==> config.mk <==
export PLATFORM = sky130hd
export DESIGN_NAME = mem_arbiter
export DESIGN_NICKNAME = d
export VERILOG_FILES = /design/src/rtl/rv32i_types.sv /design/src/rtl/mem_arbiter.sv
export SDC_FILE = /design/constraint.sdc
export NUM_CORES = 1
export LEC_CHECK = 0
export ABC_CLOCK_PERIOD_IN_PS = 7800
export CAP_MARGIN = 40
export CORE_AREA = 4 4 121 123
export CTS_BUF_LIST = sky130_fd_sc_hd__clkbuf_4 sky130_fd_sc_hd__clkbuf_8 sky130_fd_sc_hd__clkbuf_16
export DETAILED_ROUTE_END_ITERATION = 10
export DIE_AREA = 0 0 125 127
export PLACE_DENSITY = 0.82
export SLEW_MARGIN = 20
export SYNTH_ARGS = -nofsm -noshare
export SYNTH_HDL_FRONTEND = slang
export SYNTH_SLANG_ARGS = --single-unit
==> constraint.sdc <==
create_clock -name clk -period 7.8 [get_ports clk]
set_clock_uncertainty 0.1 [all_clocks]
set_input_delay 1.56 -clock clk [delete_from_list [all_inputs] [get_ports clk]]
set_output_delay 1.56 -clock clk [all_outputs]
set_load 0.05 [all_outputs]
==> src/rtl/rv32i_types.sv <==
// Shared types for the memory arbiter: FSM state encoding and the latched request.
package rv32i_types;

  typedef enum logic [1:0] {
    IDLE  = 2'd0,
    BUSY0 = 2'd1,
    BUSY1 = 2'd2
  } arb_state_t;

  typedef struct packed {
    logic [31:0] addr;
    logic [3:0]  rmask;
    logic [3:0]  wmask;
    logic [31:0] wdata;
  } mem_req_t;

endpackage

==> src/rtl/mem_arbiter.sv <==
// Two-requester round-robin memory arbiter with a busy-cycle timeout.
// A granted request is latched and held on the memory port until m_resp
// or the timeout fires; the one-cycle IDLE gap between transactions is inherent.
module mem_arbiter
  import rv32i_types::*;
#(
  parameter int unsigned TIMEOUT = 256
) (
  input  logic        clk,
  input  logic        rst,
  input  logic [31:0] r0_addr,
  input  logic [3:0]  r0_rmask,
  input  logic [3:0]  r0_wmask,
  input  logic [31:0] r0_wdata,
  output logic [31:0] r0_rdata,
  output logic        r0_resp,
  input  logic [31:0] r1_addr,
  input  logic [3:0]  r1_rmask,
  input  logic [3:0]  r1_wmask,
  input  logic [31:0] r1_wdata,
  output logic [31:0] r1_rdata,
  output logic        r1_resp,
  output logic [31:0] m_addr,
  output logic [3:0]  m_rmask,
  output logic [3:0]  m_wmask,
  output logic [31:0] m_wdata,
  input  logic [31:0] m_rdata,
  input  logic        m_resp,
  output logic        err
);

  arb_state_t  state;
  mem_req_t    req_q;
  logic        last_grant;  // index of the requester granted most recently
  logic [15:0] busy_cnt;

  logic     r0_act, r1_act, grant_r1;
  logic     busy, timeout, done;
  mem_req_t r0_req, r1_req;

  // Request decode, priority pick and completion/timeout conditions
  always_comb begin
    r0_act   = (|r0_rmask) | (|r0_wmask);
    r1_act   = (|r1_rmask) | (|r1_wmask);
    r0_req   = '{addr: r0_addr, rmask: r0_rmask, wmask: r0_wmask, wdata: r0_wdata};
    r1_req   = '{addr: r1_addr, rmask: r1_rmask, wmask: r1_wmask, wdata: r1_wdata};
    // r1 wins when alone, or when both are active and r0 was granted last
    grant_r1 = r1_act && (!r0_act || !last_grant);
    busy     = (state != IDLE);
    timeout  = busy && !m_resp && (busy_cnt == 16'(TIMEOUT - 1));
    done     = busy && (m_resp || timeout);
  end

  // Arbitration FSM: grant in IDLE, hold the latched request until done
  always_ff @(posedge clk or posedge rst) begin
    if (rst) begin
      state      <= IDLE;
      req_q      <= '0;
      last_grant <= 1'b1;
      busy_cnt   <= '0;
    end else begin
      case (state)
        IDLE: begin
          if (r0_act || r1_act) begin
            req_q      <= grant_r1 ? r1_req : r0_req;
            last_grant <= grant_r1;
            state      <= grant_r1 ? BUSY1 : BUSY0;
            busy_cnt   <= '0;
          end
        end
        default: begin
          if (done) begin
            state <= IDLE;
          end else begin
            busy_cnt <= busy_cnt + 16'd1;
          end
        end
      endcase
    end
  end

  // Memory port and requester returns; everything is gated by the state so
  // reset clears the outputs without waiting for a clock edge
  always_comb begin
    m_addr   = busy ? req_q.addr  : '0;
    m_rmask  = busy ? req_q.rmask : '0;
    m_wmask  = busy ? req_q.wmask : '0;
    m_wdata  = busy ? req_q.wdata : '0;
    r0_resp  = (state == BUSY0) && done;
    r1_resp  = (state == BUSY1) && done;
    r0_rdata = ((state == BUSY0) && m_resp) ? m_rdata : '0;
    r1_rdata = ((state == BUSY1) && m_resp) ? m_rdata : '0;
    err      = timeout;
  end

endmodule

==> results.py <==
metrics = {
    "die": {
        "ios": 318,
        "start_util_pct": 37.63,
        "die_h_um": 127,
        "core_um2": 13670,
        "die_x_um": 125,
        "die_area_um2": 15880,
        "rows": 43,
    },
    "timing": {
        "whs_ps": 405.9,
        "tns_ps": 0,
        "min_period_over_period_pct": 72.07,
        "slew_viol_final": 0,
        "setup_viol": 0,
        "worstMarginPinSlew_ps": 814.1,
        "fmax_ghz": 0.1779,
        "rsz0062_at_grt": "no",
        "finalHoldViolations": 0,
        "slew_headroom_pct": 45.73,
        "worst_slack_ps": 2178,
        "fin_crit_ps": 5622,
    },
    "critical_path": {
        "worst_setup_path_start_kind": "primary input",
        "timing.critical_path.mode_cell": "clkdlybuf4s50_1",
        "critPathTopFamily": "buffers and inverters",
        "cp.required_ps": 6140,
        "reg2reg_from": "state[0]$_DFFE_PP0P_",
        "crit_fanout": 32,
        "crit_chain": "clkdlybuf4s50_1 -> and3b_1 -> and2_1 -> clkdlybuf4s50_1",
        "cpPeakStageDelay_ps": 890,
        "cp-startpoint": "m_resp",
        "critPathSlowestCell": "clkdlybuf4s50_1",
        "rr_worst_depth": 5,
        "r2r-end": "req_q[19]$_DFFE_PP0P_",
        "critPathCaptureType": "output port",
        "critPathBufInv": 2,
        "r2r_slack_ps": 5240,
        "critPathArrivalTime_ps": 3960,
        "path_class": "primary input to output port",
    },
    "global_routing": {
        "grt_usage_pct": 23.86,
        "grt_pass1_vias": 5370,
        "grt_pass1_wl_um": 30330,
        "antenna_found_initial": 1,
        "overflow": 0,
        "grt_max_degree": 76,
    },
    "worst_hold_path": {
        "hp-class": "flop to flop",
        "whs_endpoint": "busy_cnt[15]$_DFFE_PP0P_",
        "hold_start": "busy_cnt[15]$_DFFE_PP0P_",
        "hold_depth": 1,
    },
    "detailed_routing": {
        "avgViaCountPerCell": 5.278,
        "drtIter0Drc": 302,
        "first_pass_iters": 4,
        "wirelength_um": 19660,
        "ant_nets": 0,
        "vias": 5183,
        "wire_per_inst_um": 20.02,
        "drc": 0,
    },
    "cells_and_area": {
        "area_growth_pct": 69.46,
        "final_cell_mix": "clkdlybuf4s50_1, and2_1, dfrtp_1",
        "mostFrequentLayoutCell": "clkdlybuf4s50_1",
        "nets": 976,
        "drive_gt1_share_pct": 4.120,
        "instances_no_fill": 982,
        "fin_util_pct": 63.77,
    },
    "clocking": {
        "cts_tree": "done",
        "clkLatencyLatePin_ps": 340,
        "root_buffer": "clkbuf_16",
        "h-tree-depth": 3,
        "clk_pin_slew_ps": 60,
        "cts_resized": 0,
        "numCtsBuffers": 9,
        "cts_hold_buf": 0,
        "clockBufferDepth": 2,
        "postCtsSetupRepairBufs": 0,
        "cts.sinks": 91,
    },
    "placement": {
        "dp_hpwl_um": 14810,
        "place.gp.congestion": 0.8991,
        "io_buffers": 317,
        "place_inst": 964,
        "place_ws_ps": 2180,
    },
    "synthesis": {
        "synth_ff_type": "dfrtp_1",
        "synth_edf_count": 0,
        "avgSynthCellArea_um2": 10.24,
        "yosysWarnings": 0,
        "yosysSeqAreaShare_pct": 44.31,
        "syn_nets": 682,
        "syn-instance-count": 502,
        "syn_area_um2": 5142,
        "ys_seq_elements": 91,
        "synthArstFlopShare_pct": 100.0,
        "ys_types": 43,
    },
    "power_and_ir_drop": {
        "p_leak_nw": 3.534,
        "ir_worst_vdd_mv": 0.2367,
        "power_switching_mw": 1.781,
        "p_int_mw": 1.888,
        "p_per_area_nw_per_um2": 421.1,
        "p_clk_share_pct": 12.7,
        "seq_power_share_pct": 21.2,
        "combinationalPowerShare_pct": 66.1,
        "power.switching_fraction_pct": 48.54,
    },
    "run_status": {
        "outcome": "complete, no violations",
    },
    "flow_run": {
        "drv_cap": 0,
    },
}
==> cell families (layout without fill, tap and decap cells) <==
group | after synthesis | count (layout) | share of synthesized area (%)
xor+xnor | 2 | 2 | 0.3407
flops | 91 | 91 | 44.31
fa+ha+maj | 1 | 1 | 0.2433
compound gates | 103 | 103 | 19.00
buf+inv | 43 | 342 | 4.380
simple gates | 260 | 260 | 31.34
other cells | 0 | 1 | 0
mux | 2 | 2 | 0.3893
==> worst max path at each step <==
| stage | depth (start not counted) | slack (ps) | end |
|---|---|---|---|
| final | 4 | 2180 | r1_rdata[27] |
| after CTS | 4 | 2170 | r1_rdata[25] |
| after floorplan | 4 | 3250 | err |
| after global placement | 4 | 2250 | r1_rdata[0] |
| after detailed placement | 4 | 2180 | r1_rdata[27] |
| after global routing | 4 | 2030 | r1_rdata[23] |
==> cell type report <==
cell class / instances / area, um^2
timing repair buffer: 324 / 3233
fill: 1118 / 4951
inverter: 2 / 8.758
antenna: 1 / 2.502
multi-input combinational: 368 / 2649
tap: 180 / 225.2
sequential: 91 / 2278
clock buffer: 9 / 225.2
clock inverter: 7 / 92.59
==> sequential cells by signal (all words and copies together) (netlist names) <==
register / cells
req_q: 72
busy_cnt: 16
state: 2
last_grant: 1
==> routing by layer <==
layer | global-route usage (%) | vias to the layer above | part of all wire, %
met4 | 9.503 | 0 | 3.5
met1 | 28.05 | 2484 | 39
li1 | - | 2408 | -
met2 | 41.79 | 257 | 51
met3 | 6.229 | 34 | 7.0
met5 | 0 | - | 0
==> worst reg2reg max path: stages, from the launching register on <==
cell      delay, ps
dfrtp_1         440
or2_4           500
a211oi_4        490
buf_6           220
buf_4           470
a221o_1         270
==> synthesized netlist by cell type (all sizes together), types with 2 or more instances <==
cell type / instances / area [um^2]
a21o: 2 / 15.01
inv: 2 / 7.510
buf: 16 / 123.9
nand4: 5 / 31.28
a221o: 72 / 720.7
nand2b: 2 / 12.51
o2bb2ai: 2 / 17.52
and4: 4 / 35.03
nor2: 6 / 22.52
o21ai: 4 / 20.01
nor4: 2 / 12.51
or4: 5 / 45.04
nand2: 7 / 26.28
a21oi: 2 / 10.01
mux2i: 2 / 20.02
o211ai: 2 / 15.01
dfrtp: 90 / 2252
or2: 2 / 15.02
nor3b: 2 / 15.01
o31ai: 3 / 22.52
clkbuf: 25 / 93.84
o311ai: 4 / 35.03
xor2: 2 / 17.52
o41ai: 4 / 35.03
o211a: 2 / 20.02
and3: 2 / 12.51
and2: 208 / 1301
and3b: 2 / 17.52
nand3: 12 / 60.06
==> power groups by stage <==
stage | Combinational (mW) | Sequential [mW] | Clock (mW)
floorplan | 1.70 | 0.744 | 0
global placement | 2.38 | 0.774 | 0
detailed placement | 2.43 | 0.781 | 0
CTS | 2.44 | 0.779 | 0.477
global route | 2.56 | 0.805 | 0.496
finish | 2.42 | 0.779 | 0.466
==> per-stage QoR <==
stage                     area (um^2)  total power [mW]
after floorplan                  5142             2.449
after CTS                        8701             3.694
final                            8715             3.670
after global placement           8369             3.158
after detailed placement         8383             3.210
after global routing             8715             3.859
(Power assumes the default switching activity.)
